### src/rtl/issue_queue_param_if.sv
// rtl/issue_queue_param_if.sv - dispatch, wakeup, issue and flush signal bundle for issue_queue_param
interface issue_queue_param_if #(
    parameter int DEPTH  = 4,
    parameter int DATA_W = 32,
    parameter int TAG_W  = 5,
    parameter int OP_W   = 4
);
    localparam int OCC_W = $clog2(DEPTH + 1);

    logic              dispatch_enable;
    logic [OP_W-1:0]   dispatch_op;
    logic [TAG_W-1:0]  dispatch_rd_tag;
    logic [DATA_W-1:0] dispatch_rs_data;
    logic [DATA_W-1:0] dispatch_rt_data;
    logic [TAG_W-1:0]  dispatch_rs_tag;
    logic [TAG_W-1:0]  dispatch_rt_tag;
    logic              dispatch_rs_data_val;
    logic              dispatch_rt_data_val;
    logic              full;
    logic [OCC_W-1:0]  occupancy;
    logic              cdb_valid;
    logic [TAG_W-1:0]  cdb_tag;
    logic [DATA_W-1:0] cdb_data;
    logic              issueblk_issue;
    logic              issueque_ready;
    logic [OP_W-1:0]   issueque_op;
    logic [DATA_W-1:0] issueque_rs_data;
    logic [DATA_W-1:0] issueque_rt_data;
    logic [TAG_W-1:0]  issueque_rd_tag;
    logic              flush_valid;

    modport master (
        output dispatch_enable, dispatch_op, dispatch_rd_tag,
               dispatch_rs_data, dispatch_rt_data, dispatch_rs_tag, dispatch_rt_tag,
               dispatch_rs_data_val, dispatch_rt_data_val,
               cdb_valid, cdb_tag, cdb_data, issueblk_issue, flush_valid,
        input  full, occupancy, issueque_ready, issueque_op,
               issueque_rs_data, issueque_rt_data, issueque_rd_tag
    );

    modport slave (
        input  dispatch_enable, dispatch_op, dispatch_rd_tag,
               dispatch_rs_data, dispatch_rt_data, dispatch_rs_tag, dispatch_rt_tag,
               dispatch_rs_data_val, dispatch_rt_data_val,
               cdb_valid, cdb_tag, cdb_data, issueblk_issue, flush_valid,
        output full, occupancy, issueque_ready, issueque_op,
               issueque_rs_data, issueque_rt_data, issueque_rd_tag
    );
endinterface

### src/rtl/issue_queue_param.sv
// rtl/issue_queue_param.sv - compacting age-ordered issue queue with CDB wakeup (option: ISSUE_QUEUE_DISPATCH_BYPASS_EN)
module issue_queue_param #(
    parameter int DEPTH  = 4,
    parameter int DATA_W = 32,
    parameter int TAG_W  = 5,
    parameter int OP_W   = 4
) (
    input logic                 clock,
    input logic                 nreset,
    issue_queue_param_if.slave  bus
);
    localparam int OCC_W = $clog2(DEPTH + 1);
    localparam int IDX_W = $clog2(DEPTH);

    typedef struct packed {
        logic [OP_W-1:0]   op;
        logic [TAG_W-1:0]  rd_tag;
        logic [DATA_W-1:0] rs_data;
        logic [TAG_W-1:0]  rs_tag;
        logic              rs_val;
        logic [DATA_W-1:0] rt_data;
        logic [TAG_W-1:0]  rt_tag;
        logic              rt_val;
    } entry_t;

    entry_t            ent_q [DEPTH];
    entry_t            ent_d [DEPTH];
    logic [OCC_W-1:0]  occ_q;
    logic [OCC_W-1:0]  occ_d;
    logic [OCC_W-1:0]  occ_after_issue;
    logic [DEPTH-1:0]  ready_vec;
    logic [IDX_W-1:0]  sel_idx;
    logic              any_ready;
    logic              full_w;
    logic              issue_fire;
    logic              accept;
    entry_t            sel_ent;
    entry_t            new_ent;

    // An entry is ready only from its registered operand flags, so a wakeup takes effect a cycle later
    always_comb begin
        for (int i = 0; i < DEPTH; i++) begin
            ready_vec[i] = (OCC_W'(i) < occ_q) && ent_q[i].rs_val && ent_q[i].rt_val;
        end
    end

    // Scan youngest to oldest so the lowest ready index is the one left standing
    always_comb begin
        sel_idx = '0;
        for (int i = DEPTH - 1; i >= 0; i--) begin
            if (ready_vec[i]) sel_idx = IDX_W'(i);
        end
    end

    assign any_ready  = |ready_vec;
    assign sel_ent    = ent_q[sel_idx];
    assign full_w     = (occ_q == OCC_W'(DEPTH));
    assign issue_fire = bus.issueblk_issue && any_ready;
    assign accept     = bus.dispatch_enable && !full_w;

    assign bus.full             = full_w;
    assign bus.occupancy        = occ_q;
    assign bus.issueque_ready   = any_ready;
    assign bus.issueque_op      = any_ready ? sel_ent.op      : '0;
    assign bus.issueque_rs_data = any_ready ? sel_ent.rs_data : '0;
    assign bus.issueque_rt_data = any_ready ? sel_ent.rt_data : '0;
    assign bus.issueque_rd_tag  = any_ready ? sel_ent.rd_tag  : '0;

    // Build the incoming entry; with bypass, a same-cycle broadcast for a missing operand is captured here
    always_comb begin
        new_ent.op      = bus.dispatch_op;
        new_ent.rd_tag  = bus.dispatch_rd_tag;
        new_ent.rs_data = bus.dispatch_rs_data;
        new_ent.rs_tag  = bus.dispatch_rs_tag;
        new_ent.rs_val  = bus.dispatch_rs_data_val;
        new_ent.rt_data = bus.dispatch_rt_data;
        new_ent.rt_tag  = bus.dispatch_rt_tag;
        new_ent.rt_val  = bus.dispatch_rt_data_val;
`ifdef ISSUE_QUEUE_DISPATCH_BYPASS_EN
        if (bus.cdb_valid && !bus.dispatch_rs_data_val && (bus.dispatch_rs_tag == bus.cdb_tag)) begin
            new_ent.rs_data = bus.cdb_data;
            new_ent.rs_val  = 1'b1;
        end
        if (bus.cdb_valid && !bus.dispatch_rt_data_val && (bus.dispatch_rt_tag == bus.cdb_tag)) begin
            new_ent.rt_data = bus.cdb_data;
            new_ent.rt_val  = 1'b1;
        end
`endif
    end

    // Next state: compact out the issued entry, wake survivors, append the dispatch, zero the free tail
    always_comb begin
        occ_after_issue = occ_q - OCC_W'(issue_fire);
        occ_d           = occ_after_issue + OCC_W'(accept);
        for (int i = 0; i < DEPTH - 1; i++) begin
            ent_d[i] = (issue_fire && (IDX_W'(i) >= sel_idx)) ? ent_q[i+1] : ent_q[i];
        end
        ent_d[DEPTH-1] = issue_fire ? '0 : ent_q[DEPTH-1];
        for (int i = 0; i < DEPTH; i++) begin
            if (bus.cdb_valid && (OCC_W'(i) < occ_after_issue)) begin
                if (!ent_d[i].rs_val && (ent_d[i].rs_tag == bus.cdb_tag)) begin
                    ent_d[i].rs_data = bus.cdb_data;
                    ent_d[i].rs_val  = 1'b1;
                end
                if (!ent_d[i].rt_val && (ent_d[i].rt_tag == bus.cdb_tag)) begin
                    ent_d[i].rt_data = bus.cdb_data;
                    ent_d[i].rt_val  = 1'b1;
                end
            end
            if (accept && (OCC_W'(i) == occ_after_issue)) ent_d[i] = new_ent;
            if (OCC_W'(i) >= occ_d) ent_d[i] = '0;
        end
        if (bus.flush_valid) begin
            occ_d = '0;
            for (int i = 0; i < DEPTH; i++) ent_d[i] = '0;
        end
    end

    // Entry storage and occupancy; reset empties the queue immediately
    always_ff @(posedge clock or negedge nreset) begin
        if (!nreset) begin
            occ_q <= '0;
            for (int i = 0; i < DEPTH; i++) ent_q[i] <= '0;
        end else begin
            occ_q <= occ_d;
            for (int i = 0; i < DEPTH; i++) ent_q[i] <= ent_d[i];
        end
    end
endmodule

### src/flat_wrapper.sv
// flat-port wrapper written by rule: the top's interface ports become plain ports
module issue_queue_param_flat 
#(
    parameter int DEPTH  = 4,
    parameter int DATA_W = 32,
    parameter int TAG_W  = 5,
    parameter int OP_W   = 4
)
  (clock, nreset, bus_dispatch_enable, bus_dispatch_op, bus_dispatch_rd_tag, bus_dispatch_rs_data, bus_dispatch_rt_data, bus_dispatch_rs_tag, bus_dispatch_rt_tag, bus_dispatch_rs_data_val, bus_dispatch_rt_data_val, bus_cdb_valid, bus_cdb_tag, bus_cdb_data, bus_issueblk_issue, bus_flush_valid, bus_full, bus_occupancy, bus_issueque_ready, bus_issueque_op, bus_issueque_rs_data, bus_issueque_rt_data, bus_issueque_rd_tag);
  issue_queue_param_if #(.DEPTH(DEPTH), .DATA_W(DATA_W), .TAG_W(TAG_W), .OP_W(OP_W)) bus_i ();
  input logic clock;
  input logic nreset;
  input wire logic [$bits(bus_i.dispatch_enable)-1:0] bus_dispatch_enable;
  input wire logic [$bits(bus_i.dispatch_op)-1:0] bus_dispatch_op;
  input wire logic [$bits(bus_i.dispatch_rd_tag)-1:0] bus_dispatch_rd_tag;
  input wire logic [$bits(bus_i.dispatch_rs_data)-1:0] bus_dispatch_rs_data;
  input wire logic [$bits(bus_i.dispatch_rt_data)-1:0] bus_dispatch_rt_data;
  input wire logic [$bits(bus_i.dispatch_rs_tag)-1:0] bus_dispatch_rs_tag;
  input wire logic [$bits(bus_i.dispatch_rt_tag)-1:0] bus_dispatch_rt_tag;
  input wire logic [$bits(bus_i.dispatch_rs_data_val)-1:0] bus_dispatch_rs_data_val;
  input wire logic [$bits(bus_i.dispatch_rt_data_val)-1:0] bus_dispatch_rt_data_val;
  input wire logic [$bits(bus_i.cdb_valid)-1:0] bus_cdb_valid;
  input wire logic [$bits(bus_i.cdb_tag)-1:0] bus_cdb_tag;
  input wire logic [$bits(bus_i.cdb_data)-1:0] bus_cdb_data;
  input wire logic [$bits(bus_i.issueblk_issue)-1:0] bus_issueblk_issue;
  input wire logic [$bits(bus_i.flush_valid)-1:0] bus_flush_valid;
  output wire logic [$bits(bus_i.full)-1:0] bus_full;
  output wire logic [$bits(bus_i.occupancy)-1:0] bus_occupancy;
  output wire logic [$bits(bus_i.issueque_ready)-1:0] bus_issueque_ready;
  output wire logic [$bits(bus_i.issueque_op)-1:0] bus_issueque_op;
  output wire logic [$bits(bus_i.issueque_rs_data)-1:0] bus_issueque_rs_data;
  output wire logic [$bits(bus_i.issueque_rt_data)-1:0] bus_issueque_rt_data;
  output wire logic [$bits(bus_i.issueque_rd_tag)-1:0] bus_issueque_rd_tag;
  assign bus_i.dispatch_enable = bus_dispatch_enable;
  assign bus_i.dispatch_op = bus_dispatch_op;
  assign bus_i.dispatch_rd_tag = bus_dispatch_rd_tag;
  assign bus_i.dispatch_rs_data = bus_dispatch_rs_data;
  assign bus_i.dispatch_rt_data = bus_dispatch_rt_data;
  assign bus_i.dispatch_rs_tag = bus_dispatch_rs_tag;
  assign bus_i.dispatch_rt_tag = bus_dispatch_rt_tag;
  assign bus_i.dispatch_rs_data_val = bus_dispatch_rs_data_val;
  assign bus_i.dispatch_rt_data_val = bus_dispatch_rt_data_val;
  assign bus_i.cdb_valid = bus_cdb_valid;
  assign bus_i.cdb_tag = bus_cdb_tag;
  assign bus_i.cdb_data = bus_cdb_data;
  assign bus_i.issueblk_issue = bus_issueblk_issue;
  assign bus_i.flush_valid = bus_flush_valid;
  assign bus_full = bus_i.full;
  assign bus_occupancy = bus_i.occupancy;
  assign bus_issueque_ready = bus_i.issueque_ready;
  assign bus_issueque_op = bus_i.issueque_op;
  assign bus_issueque_rs_data = bus_i.issueque_rs_data;
  assign bus_issueque_rt_data = bus_i.issueque_rt_data;
  assign bus_issueque_rd_tag = bus_i.issueque_rd_tag;
  issue_queue_param #(.DEPTH(DEPTH), .DATA_W(DATA_W), .TAG_W(TAG_W), .OP_W(OP_W)) u_core (.clock(clock), .nreset(nreset), .bus(bus_i));
endmodule
### config.mk
export PLATFORM = sky130hd
export DESIGN_NAME = issue_queue_param_flat
export DESIGN_NICKNAME = d
export VERILOG_FILES = /design/src/rtl/issue_queue_param_if.sv /design/src/rtl/issue_queue_param.sv /design/src/flat_wrapper.sv
export SDC_FILE = /design/constraint.sdc
export NUM_CORES = 1
export LEC_CHECK = 0
export CAP_MARGIN = 20
export CORE_MARGIN = 8
export CORE_UTILIZATION = 25
export CTS_CLUSTER_DIAMETER = 40
export DETAILED_ROUTE_END_ITERATION = 10
export SETUP_SLACK_MARGIN = 0.3
export SYNTH_ARGS = -nofsm -noshare
export SYNTH_HDL_FRONTEND = slang
export SYNTH_SLANG_ARGS = --single-unit
### constraint.sdc
create_clock -name clock -period 6.29 [get_ports clock]
set_clock_uncertainty 0.2 [all_clocks]
set_input_delay 0.9435 -clock clock [delete_from_list [all_inputs] [get_ports clock]]
set_output_delay 0.9435 -clock clock [all_outputs]
set_load 0.005 [all_outputs]
==> run metrics, run 1 <==
max-slew violations=0; area of the multi-input gates=approximately 12,000 um2; Setup Fix Bufs, Post-CTS=0; post-synthesis sequential area ratio=0.405; number of port buffers=205; clock latency on the worst-skew pair=between 600 and 700 ps; DP HPWL=between 50,000 and 60,000 um; DRT iter0 DRCs=2,106; Post-synth EDFFs=0; max incr delay on CP=800 ps; die extent in x=just over 300 um; synthesized cell area=21,200 um2; clk sinks=approximately 340; first-pass GRT wire length=~140,000 um; Hold Crit Class=reg -> reg; min cycle time layout=around 5400 ps; pwr dens=250 nW/um2; max cap viols=0; vias in the first global route=20,500; Storage cell area=around 8600 um2; setup_tns=0 ps; worst hold path endpoint=u_core.ent_q[334]; grt ovf=0; met3 GRT Util=0.0391; Num CTS Buffers=61; Mean Syn Cell Area=8.44 um2; GR peak layer=met2; antenna violations before repair=13; Fill cells=between 8,000 and 9,000; met2 Resource Use GR=0.297; largest area contributor in the netlist=dfrtp_1; Yosys reg bits=about 340; max_slew headroom=0.229; reg2reg path depth=14; Clock Tree Root=clkbuf_16; Die H=307 um; IO Pins=206; Synth async-reset ratio=1.00; hold buffers post-CTS=1; crit share post-route=0.855; Max Freq=between 150 and 200 MHz; largest cells by area after synthesis=dfrtp_1 41%, mux2i_1 11%, nand2_1 8.9%, nand3_1 6.0%, o311ai_0 4.0%; worst-path maximum fanout=52; run status=finished, final reports clean; Resized Gates After CTS=0; DR vias=between 20,000 and 25,000; RSZ-0062 raised after global routing=no; CTS tree=done; syn nets=approximately 2,600; Max VDD drop=approximately 0.00021 V; DRC violation count after routing=0; core area=approximately 84,000 um2; largest net degree at the start of global routing=about 170; Worst setup EP type=output port; htree depth=2; drt via density=5.56; Least-Margin Pin Slew=between 1000 and 1500 ps; worst reg2reg startpoint=u_core.bus.occupancy[0]; gr usage total=0.184; ys flop type=dfrtp_1; CTS clk-pin slew, worst paths=around 60 ps; gpl congestion=between 0.8 and 0.9; initial core utilization=0.253; cell chain of the critical path=o311a_4, nor2_1, nand2b_4, o22ai_1, clkdlybuf4s50_1; Crit. Startpoint=u_core.bus.occupancy[0]; layout net count=between 2,000 and 3,000; kind of critical path=reg -> out; Setup violations, final=0; critical path's slowest cell=o22ai_1; FP Rows=between 100 and 150; Layout Cells excl Fill=approximately 3,800; Area Overhead vs Synth=25.6%; depth of the worst hold-timing path=2; CP required=a little over 5000 ps; CTS max path bufs=3; met1 Usage GRT=0.239; synth unique cells=68; share of layout cells above drive strength 1=0.0819; routed wire length per instance=~24 um; Arrival @ worst endpoint=roughly 4200 ps; Leakage=0.00937 uW; Synth top area share=0.405; hold path start=u_core.ent_q[334]; YS warnings=0; FF-to-FF setup slack=~1100 ps; drt pass-1 iters=6; instance count of the mapped netlist=2,510; die area=around 94,000 um2; Fin. Hold Viols=0; r2r endpoint=u_core.ent_q[239]; dpl cells=between 3,000 and 4,000; Antenna Violating Nets Remaining=0; DRT Wirelength=about 90,000 um; CP Launch Type=flop
## synth_stat cells (9+ instances only)
master	instances
clkbuf_1	173
o21ai_0	89
a221oi_1	69
buf_2	44
buf_1	17
xnor2_1	17
o311ai_0	96
o221ai_1	31
a311oi_1	31
nor2_1	156
o22ai_1	80
xor2_1	9
and2_1	9
a21oi_1	105
nand2_1	500
a211o_1	65
dfrtp_1	343
nor3_1	13
nand3_1	254
mux2i_1	223
a211oi_1	32
inv_1	52
## flip-flops by register name, summed over array words and instances, names as in the netlist
name,flops
u_core.ent_q,340
u_core.bus.occupancy,3
## through the flow
stage          setup WS, ps   util  instance area [um2]  power [uW]  hold slack (ps)
2_1_floorplan          1590      -                21200        2700              324
3_3_place_gp           1100  0.291                24400        3110              342
3_5_place_dp           1030  0.291                24400        3110              345
4_1_cts                 874  0.317                26600        6670              355
5_1_grt                 795  0.317                26600        6820              369
6_report                912  0.317                26600        6640              354
## routing by layer
| layer | part of all wire | wire [um] |
|---|---|---|
| met1 | 0.42 | 38600 |
| met2 | 0.47 | 42800 |
| met3 | 0.074 | 6760 |
| met4 | 0.030 | 2730 |
| met5 | 0.00054 | 49 |
## final cells by class
cell class                 instances  area share
clock inverter                    45      0.0222
sequential                       343       0.323
timing repair buffer             268      0.0976
antenna                            9    0.000847
multi-input combinational       1870       0.435
clock buffer                      70      0.0602
tap                             1134      0.0534
inverter                          54     0.00762
## power breakdown
part / internal (uW) / total (uW) / switching (uW)
clock network: 2230 / 3550 / 1320
logic: 229 / 756 / 527
registers: 2280 / 2330 / 49.9
## critical path: cells and delay by family (launching register included)
| kind | cells | cell delay (ps) |
|---|---|---|
| and+or+nand+nor | 2 | 950 |
| DFF | 1 | 490 |
| AOI/OAI and AO/OA | 2 | 1480 |
| buffers and inverters | 1 | 640 |
## kinds of logic after synthesis
kind of cell | synth area share
and+or+nand+nor | 0.196
AOI/OAI and AO/OA | 0.220
DFF | 0.405
adders and majority gates | 0.00236
xor gates and xnor gates | 0.0121
muxes | 0.108
buffers and inverters | 0.0568
## worst max-delay path by stage
stage,endpoint,slack (ps),cells past startpoint
4_1_cts,bus_issueque_rs_data[3],870,5
3_5_place_dp,u_core.ent_q[205],1030,14
6_report,bus_issueque_rs_data[3],910,5
5_1_grt,bus_issueque_rs_data[3],790,5
2_1_floorplan,u_core.ent_q[180],1590,21
3_3_place_gp,u_core.ent_q[219],1100,14
## cells in the final DEF (no fill, tap or decap), types with 5 or more instances in the layout
cell type,n
a211o_1,65
a211oi_1,32
a21oi_1,105
a221oi_1,69
a311oi_1,31
a31oi_1,7
a41oi_1,6
and2_1,8
buf_12,5
buf_4,57
bufinv_16,9
clkbuf_1,5
clkbuf_16,61
clkdlybuf4s50_1,204
clkinv_2,7
clkinv_4,7
clkinvlp_4,11
dfrtp_1,343
diode_2,9
inv_1,51
inv_6,6
mux2i_1,223
nand2_1,497
nand2b_1,6
nand3_1,253
nor2_1,149
nor2_4,8
nor3_1,12
nor4_1,5
o21ai_0,89
o221ai_1,31
o22ai_1,80
o311ai_0,96
xnor2_1,17
xor2_1,9
(Power assumes the default switching activity.)
==> run 2, diff against run 1 <==
--- a/config.mk
+++ b/config.mk
@@ -10,6 +10,7 @@
 export CORE_UTILIZATION = 25
 export CTS_CLUSTER_DIAMETER = 40
 export DETAILED_ROUTE_END_ITERATION = 10
+export GPL_TIMING_DRIVEN = 1
 export SETUP_SLACK_MARGIN = 0.3
 export SYNTH_ARGS = -nofsm -noshare
 export SYNTH_HDL_FRONTEND = slang
==> results of run 2 <==
No change in the layout: final DEF, timing and power equal those of run 1.
==> run 3, diff against run 2 <==
==> constraint.sdc (replaced) <==
create_clock -name clock -period 4.6 [get_ports clock]
set_clock_uncertainty 0.2 [all_clocks]
set_input_delay 0.69 -clock clock [delete_from_list [all_inputs] [get_ports clock]]
set_output_delay 0.69 -clock clock [all_outputs]
set_load 0.005 [all_outputs]
==> run 3 against run 2 <==
Via count rose by 0.95%. Non-clock buffer count rose by 38. Sequential cell count did not move. Register-to-register slack got worse by 680 ps. Clock power rose by 27%. First-iteration DRC count fell by 6.0%. Core utilization rose by 0.51 points. Count of clock-buffer cells in the layout did not move. Sequential power rose by 36%. Total power rose by 32%. Cell area rose by 1.6%.
==> run metrics, run 3 (synthesis results as in run 1) <==
DRT iter0 DRCs=1,980 (was 2,106); kind of critical path=reg -> out (unchanged); CP required=3710 ps (was 5150 ps); routed wire length per instance=24.0 um (about the same); crit share post-route=0.915; first-pass GRT wire length=138,000 um (was 136,000 um); IO Pins=206 (unchanged); Combinational Power Share=0.124 (was 0.114); clock latency on the worst-skew pair=640 ps (about the same); Crit path top cell by count=buf_4; min cycle time layout=between 4000 and 5000 ps; DRT Wirelength=92,200 um (was 91,000 um); worst-path maximum fanout=21 (was 52); vias in the first global route=21,100 (was 20,500); clk sinks=343 (unchanged); CTS tree=done (unchanged); worst reg2reg startpoint=u_core.bus.occupancy[0] (unchanged); Design Area, Final=27,000 um2 (was 26,600 um2); drt via density=5.55 (was 5.56); critical path's slowest cell=clkdlybuf4s50_1 (was o22ai_1); FP Rows=106 (unchanged); pwr dens=325 nW/um2 (was 250 nW/um2); Fill cells=8,734 (was 8,712); gr usage total=0.186 (was 0.184); Leakage=0.00958 uW (was 0.00937 uW); die extent in x=307 um (unchanged); Setup violations, final=0 (unchanged); Area Overhead vs Synth=27.6% (was 25.6%); CTS max path bufs=3 (unchanged); die area=94,300 um2 (unchanged); Antenna Violating Nets Remaining=0 (unchanged); cell internal pwr=6120 uW (was 4740 uW); Post-Place Cell Area=24,800 um2 (was 24,400 um2); Arrival @ worst endpoint=3320 ps (was 4230 ps); share of layout cells above drive strength 1=0.0965 (was 0.0819); htree depth=2 (unchanged); layout net count=2,766 (was 2,730); largest net degree at the start of global routing=98 (was 169); max reg flops=340 (unchanged); max incr delay on CP=570 ps (was 800 ps); commonest non-fill, non-tap cell in the layout=nand2_1 (unchanged); drt pass-1 iters=6 (unchanged); CP Launch Type=flop (unchanged); Reg with most FFs=u_core.ent_q (unchanged); RSZ-0062 raised after global routing=no (unchanged); initial core utilization=0.253 (unchanged); Die H=307 um (unchanged); Sw Pwr=2660 uW (was 1900 uW); Sw Share=0.303 (was 0.286); run status=finished, final reports clean (unchanged); Top delay family on crit path=buffers and inverters (was compound AO/OA/AOI/OAI gates); DR vias=21,300 (was 21,100); max_slew headroom=0.235 (was 0.229); Num CTS Buffers=59 (was 61); Crit. Startpoint=u_core.bus.occupancy[0] (unchanged); DRC violation count after routing=0 (unchanged); cell chain of the critical path=buf_4, a21oi_1, o21a_1, nand2b_4, buf_4, o22ai_1, clkdlybuf4s50_1 (was o311a_4, nor2_1, nand2b_4, o22ai_1, clkdlybuf4s50_1); Worst setup EP type=output port (unchanged); gpl congestion=0.832 (was 0.854); grt ovf=0 (unchanged); Clock Tree Root=clkbuf_16 (unchanged); Hold Crit Class=reg -> reg (unchanged); fraction of power consumed by the clock network=0.514 (was 0.535); CTS clk-pin slew, worst paths=60 ps (about the same); DP HPWL=57,300 um (was 55,900 um); Fin. Hold Viols=0 (unchanged); antenna violations before repair=15 (was 13); setup_tns=0 ps (unchanged); register share of total power=0.363 (was 0.351); max cap viols=0 (unchanged); most frequent cells in the layout=497 x nand2_1, 341 x dfrtp_1, 253 x nand3_1, 223 x mux2i_1, 204 x clkdlybuf4s50_1 (was 497 x nand2_1, 343 x dfrtp_1, 253 x nand3_1, 223 x mux2i_1, 204 x clkdlybuf4s50_1); Least-Margin Pin Slew=1140 ps (was 1160 ps); Max VDD drop=0.000317 V (was 0.000210 V); core area=83,800 um2 (unchanged); hold path start=u_core.ent_q[334] (unchanged); max-slew violations=0 (unchanged); WP buf/inv=3 (was 1); Max Freq=around 240 MHz; number of port buffers=205 (unchanged)
run 3: changes by cell type in the layout (fill, tap and decap cells not counted), moves of 4 or more:
| cell | change |
|---|---|
| buf_12 | +18 |
| buf_4 | +14 |
| inv_6 | +10 |
| bufinv_16 | -7 |
| diode_2 | +4 |
run 3: per-layer routing:
layer,global-route usage,vias to the layer above,share of wire
li1,-,9508,-
met1,0.237,10500,0.41
met2,0.305,1024,0.47
met3,0.0373,195,0.077
met4,0.0842,2,0.038
met5,0,-,0.00014
run 3: area by class of cell:
| type | count | area (um2) | share of cell area |
|---|---|---|---|
| diodes | 13 | 32.5 | 0.00120 |
| clock buffers | 70 | 1590 | 0.0588 |
| clock inverters | 42 | 428 | 0.0158 |
| inverters | 54 | 203 | 0.00750 |
| multi-input cells | 1870 | 11600 | 0.430 |
| flip-flops and latches | 343 | 8590 | 0.318 |
| well taps | 1134 | 1420 | 0.0525 |
| repair buffers | 306 | 3150 | 0.117 |
run 3: final timing paths:
kind                                           endpoint  slack (ps)  cells after the start
max in group asynchronous             u_core.ent_q[270]        2600                      3
worst max register to register        u_core.ent_q[155]         430                     16
worst min register to register        u_core.ent_q[334]         350                      2
worst max-delay path            bus_issueque_rt_data[0]         390                      7
min in group asynchronous             u_core.ent_q[250]         510                      2
worst min-delay path                  u_core.ent_q[334]         350                      2
run 3: through the flow:
step | hold slack (ps) | power [uW] | worst slack (ps) | instances | utilization
floorplan | 194 | 3700 | 307 | 2510 | -
global placement | 339 | 4290 | 55.4 | 3701 | 0.296
detailed placement | 341 | 4300 | 83.4 | 3701 | 0.296
CTS | 347 | 8830 | 228 | 3815 | 0.321
global route | 364 | 9050 | 267 | 3827 | 0.322
finish | 349 | 8780 | 389 | 3832 | 0.322
run 3: worst reg2reg max path, stage by stage, from the launching register on:
cell	delay, ps
dfrtp_1	440
buf_4	180
a21oi_1	270
o21a_1	280
a21o_4	150
inv_1	40
ha_1	170
ha_1	260
xor2_4	270
o21ai_1	240
nor4b_1	420
o21ai_1	160
nor4b_4	220
buf_4	210
clkbuf_16	260
nand3_1	130
o311ai_0	140
run 3: power by group through the flow:
stage          Combinational, uW  Sequential [uW]  Clock [uW]
2_1_floorplan                486             3220           0
3_3_place_gp                1060             3230           0
3_5_place_dp                1070             3230           0
4_1_cts                     1070             3180        4570
5_1_grt                     1160             3190        4700
6_report                    1090             3180        4510
run 3: what timing repair did:
action                                  in CTS  in global routing
gates resized for setup                      8                 11
hold endpoints to repair                    91                  0
pin swaps                                    1                  2
cloned                                       0                  1
endpoints found under the setup margin      71                201
hold buffers                                 1                  0
setup buffers                                1                  3
